===== src/rtl/s2p.sv =====
// s2p: serial-to-parallel receiver, MSB-first framing with sync marker,
// completed words buffered in a first-word-fall-through FIFO.
module s2p #(
    parameter int WIDTH = 8,
    parameter int DEPTH = 4
) (
    input  logic                         clk,
    input  logic                         reset_n,
    input  logic                         ser_in,
    input  logic                         ser_sync,
    output logic [WIDTH-1:0]             dout,
    output logic                         dout_valid,
    input  logic                         dout_ready,
    output logic                         frame_err,
    output logic                         overflow,
    output logic                         busy,
    output logic [$clog2(DEPTH+1)-1:0]   level
);

    localparam int CW = $clog2(WIDTH);
    localparam int AW = $clog2(DEPTH);
    localparam int PW = AW + 1;
    localparam int LW = $clog2(DEPTH + 1);

    typedef enum logic {IDLE, SHIFT} state_t;

    state_t           state_q, state_d;
    logic [CW-1:0]    cnt_q, cnt_d;
    logic [WIDTH-1:0] shreg_q, shreg_d;
    logic             ferr_q, ferr_d;
    logic             ovf_q, ovf_d;
    logic [PW-1:0]    wr_q, rd_q;
    logic [WIDTH-1:0] mem_q [DEPTH];

    logic [WIDTH-1:0] word;
    logic             push, pop, full, empty, wr_en;

    assign word = {shreg_q[WIDTH-2:0], ser_in};

    always_comb begin
        state_d = state_q;
        cnt_d   = cnt_q;
        shreg_d = shreg_q;
        ferr_d  = 1'b0;
        push    = 1'b0;
        unique case (state_q)
            IDLE: begin
                if (ser_sync) begin
                    shreg_d = {{(WIDTH-1){1'b0}}, ser_in};
                    cnt_d   = CW'(1);
                    state_d = SHIFT;
                end
            end
            SHIFT: begin
                if (ser_sync) begin
                    // A sync mid-frame restarts framing on this bit
                    ferr_d  = 1'b1;
                    shreg_d = {{(WIDTH-1){1'b0}}, ser_in};
                    cnt_d   = CW'(1);
                end else if (cnt_q == CW'(WIDTH - 1)) begin
                    push    = 1'b1;
                    cnt_d   = '0;
                    state_d = IDLE;
                end else begin
                    shreg_d = word;
                    cnt_d   = cnt_q + CW'(1);
                end
            end
            default: state_d = IDLE;
        endcase
    end

    always_ff @(posedge clk or negedge reset_n) begin
        if (!reset_n) begin
            state_q <= IDLE;
            cnt_q   <= '0;
            shreg_q <= '0;
            ferr_q  <= 1'b0;
        end else begin
            state_q <= state_d;
            cnt_q   <= cnt_d;
            shreg_q <= shreg_d;
            ferr_q  <= ferr_d;
        end
    end

    // Full vs empty is told apart by the extra pointer MSB
    assign empty = (wr_q == rd_q);
    assign full  = (wr_q[AW] != rd_q[AW])
                && (wr_q[AW-1:0] == rd_q[AW-1:0]);
    assign pop   = !empty && dout_ready;
    assign wr_en = push && (!full || pop);
    assign ovf_d = push && full && !pop;

    always_ff @(posedge clk or negedge reset_n) begin
        if (!reset_n) begin
            wr_q  <= '0;
            rd_q  <= '0;
            ovf_q <= 1'b0;
            for (int i = 0; i < DEPTH; i++) begin
                mem_q[i] <= '0;
            end
        end else begin
            ovf_q <= ovf_d;
            if (wr_en) begin
                mem_q[wr_q[AW-1:0]] <= word;
                wr_q                <= wr_q + PW'(1);
            end
            if (pop) begin
                rd_q <= rd_q + PW'(1);
            end
        end
    end

    assign dout       = mem_q[rd_q[AW-1:0]];
    assign dout_valid = !empty;
    assign frame_err  = ferr_q;
    assign overflow   = ovf_q;
    assign busy       = (state_q == SHIFT);
    assign level      = LW'(wr_q - rd_q);

endmodule


===== config.mk =====
export PLATFORM = sky130hd
export DESIGN_NAME = s2p
export DESIGN_NICKNAME = d
export VERILOG_FILES = /design/src/rtl/s2p.sv
export SDC_FILE = /design/constraint.sdc
export NUM_CORES = 1
export LEC_CHECK = 0
export ABC_AREA = 1
export CAP_MARGIN = 20
export CORE_MARGIN = 10
export CORE_UTILIZATION = 44
export CTS_BUF_LIST = sky130_fd_sc_hd__clkbuf_4 sky130_fd_sc_hd__clkbuf_8 sky130_fd_sc_hd__clkbuf_16
export DETAILED_ROUTE_END_ITERATION = 10
export GPL_TIMING_DRIVEN = 0
export PLACE_DENSITY = 0.65
export SLEW_MARGIN = 10
export SYNTH_ARGS = -nofsm -noshare
export SYNTH_HDL_FRONTEND = slang
export SYNTH_SLANG_ARGS = --single-unit

===== constraint.sdc =====
create_clock -name clk -period 1.79 [get_ports clk]
set_clock_uncertainty 0.1 [all_clocks]
set_input_delay 0.358 -clock clk [delete_from_list [all_inputs] [get_ports clk]]
set_output_delay 0.358 -clock clk [all_outputs]
set_load 0.01 [all_outputs]

# Word-level counts from Yosys, hierarchy flattened
# Index checks and enable logic that the tools add are counted.
[word_totals]
ff_bits = 51
latch_bits = 0
mem_bits_rw = 0
rom_bits = 0
inputBits = 5
output_inout_bits = 15
word_cells = 60
mem_count = 0
[op_classes]
add_sub_neg = 4
multipliers = 0
div = 0
magnitude_cmp = 3
eq_ne = 6
n_shift = 0
n_mux = 22
bitwise_logic = 3
n_reduce_logical = 11
[ops]
columns = ["op", "n"]
rows = [
  ["32-bit bitwise mux", 1],
  ["8-bit two-way mux", 3],
  ["7-bit two-way mux", 3],
  ["8-bit binary-select mux with 2-bit select", 1],
  ["8-bit demux with 2-bit select", 1],
  ["7-bit case mux with 2 select lines", 1],
  ["3-bit by 1-bit adder with 3-bit output, second input constant", 3],
  ["3-bit two-way mux", 3],
  ["1-bit two-way mux", 7],
  ["3-bit greater-or-equal comparator, second input constant", 2],
  ["1-bit logical AND", 6],
  ["2-bit inverter with 3-bit output", 2],
  ["3-bit case mux with 2 select lines", 1],
  ["3-bit == test", 1],
  ["3-bit == test, second input constant", 1],
  ["1-bit zero test", 3],
  ["3-bit by 1-bit less-than comparator with 1-bit output, second input constant", 1],
  ["3-bit != test, second input constant", 1],
  ["3-bit subtractor", 1],
  ["2-bit == test", 1],
  ["2-bit != test, second input constant", 1],
  ["1-bit case mux with 2 select lines", 1],
  ["2-bit AND reduction", 1],
  ["1-bit logical OR", 1],
  ["2 further kinds", 2],
]

# Depth between registers and ports, before layout
# Gate-level depths: netlist of run 1.
[depth]
ltp_word = 6
depth_mapped = 10
depth_no_buf = 8

# Least setup slack after synthesis of run 1
# Ideal clock, no wire load.
[synth_path]
kind = "flip-flop to flip-flop"
startpoint = "reg rd_q[1]"
endpoint = "reg mem_q[10] in the netlist's numbering"
setup_time_ns = 0.118
t_arrival_ns = 1.625
required_time_ns = 1.572
path_slack_ns = -0.053
path_stages_with_launch = 11
n_path_buf = 3
synth_period_minus_slack_ns = 1.843
path_cell_list = "dfrtp_1 -> clkbuf_1 -> inv_1 -> ha_1 -> nand2_1 -> nor2_1 -> nand2_2 -> buf_6 -> buf_6 -> nand4_1 -> nand2_1"
[synth_between]
elab_chain_len = 5
word_cells_on_any_way = 8
cone_classes = "eq/ne (2); reduce/logical (6)"
[synth_rtl]
columns = ["item", "line", "text"]
rows = [
  ["start: declaration", "32", "logic [PW-1:0] wr_q, rd_q;"],
  ["start signal: assignment", "110", "rd_q <= rd_q + PW'(1);"],
  ["3-bit == test or 2-bit == test (tied branches)", "88, 90", ""],
  ["1-bit zero test or 1-bit logical AND (tied branches)", "91, 90", ""],
  ["1-bit logical AND or 1-bit zero test (tied branches)", "91, 92", ""],
  ["1-bit logical OR *", "92", "assign wr_en = push && (!full || pop);"],
  ["1-bit logical AND *", "92", ""],
  ["end signal: indexed assignment", "106", "mem_q[wr_q[AW-1:0]] <= word;"],
  ["end: declaration", "33", "logic [WIDTH-1:0] mem_q [DEPTH];"],
]
# Mark *: on every way between the ends. The rest lies on a longest branch, timed or not.
# A chain may end at the register's enable or synchronous reset.

# Final worst setup path of run 1
[layout_path]
startpoint = "reg rd_q[0]"
endpoint = "out level[1]"
[layout_between]
elab_chain_len = 1
[layout_rtl]
columns = ["item", "line", "text"]
rows = [
  ["3-bit subtractor", "120", "assign level = LW'(wr_q - rd_q);"],
  ["end: declaration", "17", "output logic [$clog2(DEPTH+1)-1:0] level"],
]
# Every way passes these cells.

==> results of run 1 <==
[final cells by class]
class,instances,area [um2],area share [%]
Multi-Input combinational cell,211,1290,37.0
Inverter,15,81.3,2.33
Clock buffer,6,76.3,2.19
Sequential cell,51,1280,36.7
Tap cell,72,90.1,2.58
Timing Repair Buffer,47,474,13.6
Buffer,17,195,5.60
[timing repair]
| action | CTS | global route |
|---|---|---|
| pin swaps | 14 | 30 |
| cloned | 1 | 4 |
| hold buffers | 0 | 0 |
| endpoints found under the setup margin | 52 | 48 |
| resized for setup | 99 | 51 |
| setup buffers | 13 | 11 |
[path summary, 6_finish.rpt]
kind,start,endpoint,slack (ns),cells past startpoint
min reg2reg,mem_q[31],mem_q[31],0.38,2
max,rd_q[0],level[1],-0.29,4
max reg2reg,rd_q[1],mem_q[16],-0.10,11
min,reset_n,rd_q[2],-0.005,1
min in group clk,mem_q[31],mem_q[31],0.38,2
max in group asynchronous,reset_n,busy,1.01,2
[cells by family after synthesis]
logic type                 count (synthesis)  share of synthesized area, %
DFF                                       51                          49.9
buffers and inverters                     32                          7.10
AOI/OAI and AO/OA                         32                          6.75
adders and majority gates                 10                          5.19
xor gates and xnor gates                   2                         0.685
and+or+nand+nor                          166                          30.3
[worst max-delay path: cells and delay by family (launching register included)]
kind	cells	cell delay (ns)
adder cells (fa/ha/maj)	2	0.69
flip-flops	1	0.45
buffers and inverters	2	0.17
[per-layer routing]
| metal | track usage (%) | routed length (um) | share of wire, % | vias up |
|---|---|---|---|---|
| li1 | - | - | - | 1110 |
| met1 | 20.1 | 3270 | 43 | 1160 |
| met2 | 24.2 | 3660 | 48 | 116 |
| met3 | 3.97 | 560 | 7.3 | 19 |
| met4 | 5.90 | 165 | 2.2 | 0 |
| met5 | 0 | 0 | 0 | - |
[cell usage in the layout, fill, tap and decap left out, drive strengths merged, types with 2 or more instances in the layout]
master / instances
o21ai: 20
inv: 13
xor2: 2
clkinv: 2
nor2: 19
nand2: 93
o22ai: 8
dfrtp: 51
nand4: 34
clkbuf: 11
clkdlybuf4s50: 6
buf: 53
a21oi: 3
ha: 9
nand3: 19
[power groups by stage]
stage / combinational (W) / clock [W] / sequential, W
2_1_floorplan: 0.00115 / 0 / 0.00142
3_3_place_gp: 0.00195 / 0 / 0.00144
3_5_place_dp: 0.00199 / 0 / 0.00145
4_1_cts: 0.00241 / 0.000653 / 0.00143
5_1_grt: 0.00326 / 0.000700 / 0.00146
6_report: 0.00305 / 0.000634 / 0.00144
[stage by stage]
stage / total power [W] / worst slack, ns
after floorplan: 0.00256 / 0.0406
after detailed placement: 0.00344 / -0.699
final: 0.00512 / -0.295
after global placement: 0.00340 / -1.33
after CTS: 0.00449 / -0.279
after global routing: 0.00541 / -0.325
[state kept, by name (all words and copies together), names as in the netlist]
signal and flops:
mem_q 32, shreg_q 7, cnt_q 3, rd_q 3, wr_q 3, busy 1
frame_err 1, overflow 1
==> results_dict.tcl, run 1 <==
set metrics [dict create \
    hp-class "primary input to async pin" \
    seq_power_share_pct 28.1 \
    p_clk_share_pct 12.4 \
    yosys-top-cells-count "nand2_1, dfrtp_1, nand4_1" \
    report.final.slew_viol_count 0 \
    synthCells 293 \
    synth_top_area_share_pct 49.9 \
    ant_nets 0 \
    yosysWarningCount 0 \
    synth_top_cell_by_area "dfrtp_1" \
    intPower_w 0.00299 \
    track_usage_pct 15.5 \
    path_max_fanout 3 \
    fmax_ghz 0.480 \
    async_flop_share_pct 100 \
    drt_iter0_drc 224 \
    p_sw_share_pct 41.6 \
    critPathRequiredTime_ns 1.33 \
    synthToLayoutAreaGrowth_pct 36.4 \
    min_period_ns 2.08 \
    chipWidth_um 96.2 \
    placed_area_mm2 0.00286 \
    fin_util_pct 62.6 \
    clock_sinks 51 \
    start_kind "flip-flop" \
    grt_pass1_wl_um 11200 \
    synth-seq-cells 51 \
    drc 0 \
    crit_slowest_cell "fa_2" \
    postSynthAreaPerCell_um2 8.72 \
    dp.cells 385 \
    globalRoute.totalOverflow 0 \
    cts_tree "done" \
    synth.most_common_cell "nand2_1" \
    final_area_mm2 0.00349 \
    ios 20 \
    die_h_um 96.2 \
    grt_pass1_vias 2279 \
    cts_buffers 5 \
    final_cells 419 \
    start_util_pct 45.9 \
    cap_violations 0 \
    p_switching_w 0.00213 \
    antenna_found_initial 0 \
    ys_top_cells_by_area "dfrtp_1, nand2_1, nand4_1, ha_1, o21ai_0" \
    p_comb_share_pct 59.5 \
    wl_per_cell_um 18.3 \
    core.rowCount 27 \
    clk_pin_slew_ns 0.09 \
    synth.distinct_cells 22 \
    violations "negative hold slack, negative setup slack" \
    dr.pass1.iters 5 \
    ys_seq_area_share_pct 49.9 \
    fin_crit_sh_pct 116 \
    ir_drop_uv 718 \
    critical_path.max_stage_delay_ns 0.52 \
    die_area_mm2 0.00926 \
    syn_nets 308 \
    antenna_cells 0 \
    worstPathArrival_ns 1.63 \
    clk_path_buf_depth 2 \
    maxSlewHeadroom_pct 51.8 \
    finalSetupTns_ns -3.57 \
    ctsRootBufferMaster "clkbuf_8" \
    tightestPinTransition_ns 0.722 \
    nets 363 \
    ys.flop_type "dfrtp_1" \
    grt_max_degree 30 \
    powerDensity_mw_per_mm2 1470 \
    core-area_mm2 0.00557 \
    fillCellCount 451 \
    place_congestion 0.810 \
    leakage_nw 1.75 \
    htree_num_levels 2 \
    insertion_delay_ns 0.31 \
    hold_violations 4 \
    fin_ws_ns -0.295 \
    synth_edf_count 0 \
    dp.final_hpwl_um 4480 \
    status "finished with violations" \
    route.detailed.vias_per_inst 5.74 \
    fin_hold_ws_ns -0.00502 \
    layout-drive-gt1-share_pct 31.7 \
    vias 2405 \
    syn_area_mm2 0.00256 \
    rsz0062_at_grt "yes" \
    crit_path_end_kind "output pin" \
    setup_viol 36 \
    cp_cell_sequence "ha_4 > fa_2 > inv_1 > buf_2" \
    port_buffers 19 \
    wl_um 7650 \
    crit_type "flip-flop to output pin" \
]
(Power assumes the default switching activity.)
==> run 2: changes to the inputs <==
- SLEW_MARGIN: 10 -> not set
==> results of run 2 <==
Final layout, timing and power as in run 1 (identical DEF).
==> run 3: changes to the inputs <==
- MAX_ROUTING_LAYER: not set -> met4
==> run 3 against run 2 <==
The run still ends with negative hold slack, negative setup slack left. Largest cell class unchanged. Cell area increased by 0.36%. Via count is 0.62% higher. First-iteration DRC count up 0.89%. Count of clock-buffer cells in the layout stayed put. Final cell count did not move. Sequential share of layout area decreased by 0.13 points. Setup slack got worse by 0.0040 ns. Critical endpoint unchanged. Wire length fell by 0.26%.
==> results_dict.tcl, run 3 (same netlist as run 1, synthesis figures left out) <==
set metrics [dict create \
    clk_pin_slew_ns 0.09 \
    grt_pass1_wl_um 11200 \
    drt_iter0_drc 226 \
    report.final.slew_viol_count 0 \
    globalRoute.totalOverflow 0 \
    worstPathArrival_ns 1.63 \
    critPathTopFamily "adder cells" \
    critPathRequiredTime_ns 1.33 \
    p_clk_share_pct 12.5 \
    antenna_cells 0 \
    ctsRootBufferMaster "clkbuf_8" \
    finalSetupTns_ns -3.38 \
    fillCellCount 456 \
    htree_num_levels 2 \
    core-area_mm2 0.00557 \
    die_h_um 96.2 \
    cts_tree "done" \
    tightestPinTransition_ns 0.721 \
    mostFrequentLayoutCells "nand2_1, dfrtp_1, nand4_1" \
    start_kind "flip-flop" \
    vias 2420 \
    drc 0 \
    track_usage_pct 16.0 \
    core.rowCount 27 \
    fin_hold_ws_ns -0.00550 \
    fin_crit_sh_pct 117 \
    antenna_found_initial 0 \
    nets 363 \
    ios 20 \
    rsz0062_at_grt "yes" \
    intPower_w 0.00300 \
    crit_slowest_cell "fa_2" \
    die_area_mm2 0.00926 \
    layout_commonest_cell "nand2_1" \
    hold_violations 5 \
    clk_path_buf_depth 2 \
    cp_cell_sequence "ha_4 > fa_2 > inv_1 > buf_2" \
    status "finished with violations" \
    maxSlewHeadroom_pct 51.9 \
    path_max_fanout 3 \
    seq_power_share_pct 28.2 \
    ir_drop_uv 705 \
    fin_ws_ns -0.299 \
    cts_buffers 5 \
    insertion_delay_ns 0.31 \
    violations "negative hold slack, negative setup slack" \
    largest_register_ffs 32 \
    route.detailed.vias_per_inst 5.78 \
    layout-drive-gt1-share_pct 33.1 \
    dr.pass1.iters 6 \
    port_buffers 19 \
    crit_type "flip-flop to output pin" \
    reg2reg_to "mem_q[8]" \
    setup_viol 36 \
    ant_nets 0 \
    min_period_ns 2.09 \
    top_regs "mem_q x32, shreg_q x7" \
    path_buf_inv 2 \
    cap_violations 0 \
    grt_pass1_vias 2276 \
    p_sw_share_pct 41.4 \
    regArea_mm2 0.00128 \
    p_comb_share_pct 59.3 \
    wl_um 7630 \
    timing.rr.start "rd_q[1]" \
    synthToLayoutAreaGrowth_pct 36.9 \
    leakage_nw 1.75 \
    chipWidth_um 96.2 \
    reg2reg_slack_ns -0.10 \
    grt_max_degree 30 \
    hp-class "primary input to async pin" \
    powerDensity_mw_per_mm2 1460 \
    dp_slack_ns -0.699 \
    power.total_w 0.00511 \
    wl_per_cell_um 18.2 \
    startpoint "rd_q[0]" \
    regMostFlops "mem_q" \
    dp.final_hpwl_um 4480 \
    r2r_cells 11 \
    start_util_pct 45.9 \
    fmax_ghz 0.479 \
    clock_sinks 51 \
    multiInputGateArea_mm2 0.00130 \
    p_switching_w 0.00212 \
    critical_path.max_stage_delay_ns 0.52 \
    cts_hold_buf 0 \
    place_congestion 0.822 \
    crit_path_end_kind "output pin" \
]
## run 3: cell types whose count changed in the layout (fill, tap and decap cells not counted)
cell     change
nand2_2      +5
nand2_1      -5
## run 3: final cells by class
class	count	share of cell area (%)
Clock buffer	6	2.18
Multi-Input combinational cell	211	37.3
Timing Repair Buffer	47	13.6
Sequential cell	51	36.5
Inverter	15	2.32
Buffer	17	5.58
Tap cell	72	2.57
## run 3: how the worst max path moves through the flow
stage / to / slack [ns] / depth (start not counted)
6_report: level[1] / -0.30 / 4
5_1_grt: level[1] / -0.32 / 4
4_1_cts: level[1] / -0.28 / 4
3_5_place_dp: dout[6] / -0.70 / 5
3_3_place_gp: cnt_q[0] / -1.33 / 1
2_1_floorplan: mem_q[10] / 0.04 / 10
## run 3: power groups by stage
stage          logic [W]  registers [W]  clock network [W]
5_1_grt          0.00326        0.00146           0.000695
3_3_place_gp     0.00195        0.00144                  0
6_report         0.00303        0.00144           0.000638
4_1_cts          0.00241        0.00143           0.000653
2_1_floorplan    0.00115        0.00142                  0
3_5_place_dp     0.00199        0.00145                  0
## run 3: per-layer routing
layer | GRT usage (%) | wire [um]
met5 | - | 0
met3 | 3.81 | 554
met2 | 24.1 | 3600
met4 | 5.90 | 247
met1 | 20.4 | 3230
## run 3: metrics by stage
step / std cells / util (%) / area, um2
after global placement: 384 / 50.9 / 2840
final: 419 / 62.8 / 3500
after detailed placement: 385 / 51.3 / 2860
after global routing: 419 / 62.8 / 3500
after floorplan: 293 / - / 2560
after CTS: 405 / 56.3 / 3140
## run 3: what timing repair did
item | CTS | global route
gates cloned | 1 | 4
pin swaps | 14 | 31
setup endpoints to repair | 52 | 48
resized for setup | 99 | 56
setup buffers | 13 | 11
